==> config.mk <==
export PLATFORM = sky130hd
export DESIGN_NAME = popcount_pattern_gen
export DESIGN_NICKNAME = d
export VERILOG_FILES = /design/src/rtl/popcount_pattern_gen.sv
export SDC_FILE = /design/constraint.sdc
export NUM_CORES = 1
export LEC_CHECK = 0
export BUFFER_PORTS_ARGS = -buffer_cell sky130_fd_sc_hd__buf_2
export CORE_MARGIN = 2
export CORE_UTILIZATION = 40
export DETAILED_ROUTE_END_ITERATION = 6
export GPL_TIMING_DRIVEN = 0
export PLACE_DENSITY = 0.68
export SYNTH_ARGS = -nofsm -noshare
export SYNTH_HDL_FRONTEND = slang
export SYNTH_SLANG_ARGS = --single-unit
==> constraint.sdc <==
create_clock -name clk -period 5.2 [get_ports clk]
set_input_delay 0.26 -clock clk [delete_from_list [all_inputs] [get_ports clk]]
set_output_delay 0.26 -clock clk [all_outputs]
set_load 0.05 [all_outputs]
==> src/rtl/popcount_pattern_gen.sv <==
// Enumerates every WIDTH-bit word with exactly k ones, in ascending numeric order,
// over a valid/ready stream. Successor words come from a divider-free Gosper step.
module popcount_pattern_gen #(
  parameter int WIDTH = 32,
  parameter int CW    = 6
) (
  input  logic             clk,
  input  logic             rst_n,
  input  logic             start,
  input  logic [CW-1:0]    k,
  output logic             busy,
  output logic             out_valid,
  input  logic             out_ready,
  output logic [WIDTH-1:0] word,
  output logic [31:0]      index,
  output logic             last,
  output logic             err,
  output logic             state_dbg
);

  // Handshake: a word transfers on any rising edge where out_valid & out_ready;
  // word/index/last are held unchanged while out_valid is high and out_ready is low.

  typedef enum logic {IDLE = 1'b0, EMIT = 1'b1} state_t;

  localparam int            TW      = (WIDTH > 2) ? $clog2(WIDTH) : 1;
  localparam logic [CW-1:0] WIDTH_K = CW'(WIDTH);

  state_t           state_q, state_d;
  logic [CW-1:0]    k_q;
  logic             k_legal, accept, fire;
  logic [WIDTH-1:0] lsb, nxt, top_mask, first_word;
  logic [WIDTH:0]   sum, diff_sh;
  logic [TW-1:0]    tz;

  function automatic logic [WIDTH-1:0] low_ones(input logic [CW-1:0] n);
    logic [WIDTH:0] t;
    t = ((WIDTH+1)'(1) << n) - (WIDTH+1)'(1);
    return t[WIDTH-1:0];
  endfunction

  assign k_legal    = (k <= WIDTH_K);
  assign accept     = (state_q == IDLE) && start && k_legal;
  assign fire       = (state_q == EMIT) && out_ready;
  assign first_word = low_ones(k);
  // The final pattern has all k ones packed into the top bit positions.
  assign top_mask   = ~low_ones(WIDTH_K - k_q);

  // Gosper step: add the lowest set bit, then refill the vacated ones at the bottom.
  assign lsb     = word & (~word + WIDTH'(1));
  assign sum     = {1'b0, word} + {1'b0, lsb};
  assign diff_sh = (sum ^ {1'b0, word}) >> 2;
  assign nxt     = sum[WIDTH-1:0] | WIDTH'(diff_sh >> tz);

  always_comb begin
    tz = '0;
    for (int i = WIDTH - 1; i >= 0; i--) begin
      if (lsb[i]) tz = TW'(i);
    end
  end

  always_ff @(posedge clk or negedge rst_n) begin
    if (!rst_n) state_q <= IDLE;
    else        state_q <= state_d;
  end

  always_comb begin
    state_d = state_q;
    case (state_q)
      IDLE:    if (accept) state_d = EMIT;
      EMIT:    if (fire && last) state_d = IDLE;
      default: state_d = IDLE;
    endcase
  end

  assign busy      = (state_q == EMIT);
  assign out_valid = (state_q == EMIT);
  assign state_dbg = state_q;

  always_ff @(posedge clk or negedge rst_n) begin
    if (!rst_n) begin
      k_q   <= '0;
      word  <= '0;
      index <= '0;
      last  <= 1'b0;
      err   <= 1'b0;
    end else begin
      err <= (state_q == IDLE) && start && !k_legal;
      if (accept) begin
        k_q   <= k;
        word  <= first_word;
        index <= '0;
        last  <= (k == '0) || (k == WIDTH_K);
      end else if (fire) begin
        if (!last) begin
          word  <= nxt;
          index <= index + 32'd1;
          last  <= (nxt == top_mask);
        end else begin
          last <= 1'b0;
        end
      end
    end
  end

  // Before the final word the increment can never carry out of WIDTH bits.
  assert property (@(posedge clk) disable iff (!rst_n) (fire && !last) |-> !sum[WIDTH]);

endmodule
==> out/metrics.csv <==
metric,value,unit
drtPass1Iterations,6,
ys_types,103,
clk_latency,0.36,ns
routedWlPerCell,28.6,um
arrival,5.71,ns
drv_slew,0,
seqPwrFrac,0.115,
power.leakage,4.94,nW
end_kind,register,
die-area,28200,um^2
synth_top_area_share,0.170,
switching_share,0.624,
cts.path.max_buffers,2,
rows,59,
wl,57500,um
synth_common_cells,"183 x nand2_1, 182 x nor2_1, 119 x o21ai_0",
synth_top_cell_by_area,dfrtp_1,
root_buffer,clkbuf_16,
fp.coreArea,26200,um^2
finalNetCount,1685,
synth_nets,1574,
cts_buffers,9,
post-route-util,0.485,
setup_viol,1,
max_cap_viol_count,0,
slew_headroom,0.349,
synthToLayoutAreaGrowth,18.4,%
antenna_found_initial,2,
dp_hpwl,45200,um
die_y,168,um
initial_core_util,0.410,
crit_type,reg2reg,
hp-class,in2reg,
cp_max_fo,10,
rsz0062_at_grt,true,
wl_met2,24800,um
first_global_vias,12900,
fillers,2714,
grt_first_pass_wirelength,84400,um
cp-start-kind,register,
topRoutingLayerUsed,met5,
post_drt_via_cell_ratio,6.99,
drive_gt1_frac,0.201,
num_io_pins,79,
initialDrtViolationCount,1995,
post-route-drc-count,0,
synth_area_leaders,"dfrtp_1 17%, nand2_1 6.4%, nor2_1 6.4%",
synth_area,10700,um^2
fp.dieW,168,um
reg2reg_slack,-0.23,ns
grt_max_degree,50,
drtAntennaViolNets,0,
status,finished with violations,
syn_area_per_cell,6.89,um^2
finalHoldViolations,0,
regArea,1830,um^2
multi_input_area,8880,um^2
synth-async-reset-ratio,1.00,
cts_tree,built,
violations,setup timing,
p_clk_frac,0.075,
yosysWarnings,0,
skew,0.0100,ns
internal_power,3.38,mW
worst_slack,-0.229,ns
gr-total-overflow,0,
fin_crit_sh,1.04,
synth_ff_type,dfrtp_1,
yosysMostFrequentCell,nand2_1,
combPwrFrac,0.809,
power_density,707,nW/um^2
insertedDiodeCount,0,
max_slew.worst_pin.slew,0.966,ns
switchingPower,5.61,mW
synth_edf_count,0,
ys_seq_area_frac,0.170,
grt_usage,0.397,
wl_met3,6090,um
place_congestion,1.07,
wl_met1,22600,um
htree_levels,3,
yosys_register_bits,73,
power,9.00,mW
clkSlewWorstSetupHoldPaths,0.07,ns
clkSinkCount,73,
period_needed,5.43,ns
critPathRequiredTime,5.48,ns
io_buffers,76,
worst_ir_drop_vdd,435,uV
fmax,0.184,GHz
synthCells,1559,
vias,14100,
==> flip-flops by register name, summed over array words and instances, names as in the netlist <==
name   flops
busy       1
err        1
index     32
k_q        6
last       1
word      32
==> what timing repair did <==
| item | in CTS | in global routing |
|---|---|---|
| gates resized for setup | 108 | 46 |
| pin swaps | 16 | 6 |
| hold buffers | 1 | 0 |
| setup endpoints to repair | 20 | 3 |
| endpoints found under the hold margin | 24 | 0 |
| setup buffers | 20 | 7 |
==> stage by stage <==
step,setup TNS (ns),std cells,hold slack [ns],setup WS [ns],area [um^2]
floorplan,0,1559,-0.0356,0.0743,10700
detailed placement,-8.50,1971,0.198,-1.51,11600
finish,-0.229,2010,0.165,-0.229,12700
global placement,-9.86,1970,0.522,-1.55,11500
CTS,0,2003,0.164,0.00808,12500
global route,-0.253,2010,0.196,-0.253,12700
==> critical path, stage by stage, from the launching register on <==
cell	delay (ns)
dfrtp_1	0.49
clkbuf_1	0.69
nand4_1	0.40
nor2_1	0.32
nand2_1	0.10
a21oi_1	0.28
nor3b_1	0.17
xnor2_1	0.71
o2bb2ai_1	0.17
a211o_1	0.32
nor4_2	0.17
nand4_1	0.13
nor4_1	0.21
nand4_1	0.17
or4_1	0.45
or4_1	0.43
o21ai_1	0.13
==> cells in the final DEF, fill, tap and decap left out, drive strengths merged, types with 22 or more instances in the layout <==
master  synthesis  routed
nor2          185     185
nand2         183     183
buf            32     132
o21ai         126     126
a21oi          92      92
clkbuf         83      91
dfrtp          73      73
nor3           65      65
nand3          62      62
mux2i          50      50
inv            35      39
xor2           31      31
xnor2          31      31
o211ai         29      29
nand4          26      26
nand2b         25      25
a31oi          25      25
or3            24      24
a211oi         24      24
and2           22      22
nor4           22      22
==> power groups by stage <==
stage | Sequential (mW) | Combinational, mW | Clock [mW]
after CTS | 1.01 | 6.83 | 0.675
after global routing | 1.05 | 7.58 | 0.699
after floorplan | 1.35 | 3.98 | 0
after detailed placement | 0.965 | 6.51 | 0
after global placement | 0.964 | 6.50 | 0
final | 1.04 | 7.28 | 0.675
==> cells by family after synthesis <==
logic type	synth area share
flip-flops	0.170
buffers and inverters	0.0580
XOR/XNOR	0.0506
AND/OR/NAND/NOR	0.333
adder cells (fa/ha/maj)	0.00582
multiplexers	0.0665
AO/OA/AOI/OAI	0.316
==> metal layers <==
metal / vias up / global-route usage
li1: 6064 / -
met2: 989 / 0.607
met1: 6776 / 0.517
met4: 2 / 0.231
met5: - / 0
met3: 224 / 0.0839
==> area by class of cell <==
cell class	count	share of cell area
multi-input combinational	1336	0.698
sequential	73	0.144
timing repair buffer	105	0.0490
buffer	110	0.0409
tap	335	0.0330
clock buffer	9	0.0177
inverter	35	0.0105
clock inverter	7	0.00649
==> final timing paths <==
path / startpoint / to / cells past startpoint
max reg2reg: word[21] / last / 16
max in group asynchronous: rst_n / k_q[1] / 3
min reg2reg: index[31] / index[31] / 2
max: word[21] / last / 16
min: out_ready / busy / 4
min in group asynchronous: rst_n / index[20] / 2
Power figures use the tool's default switching activity.
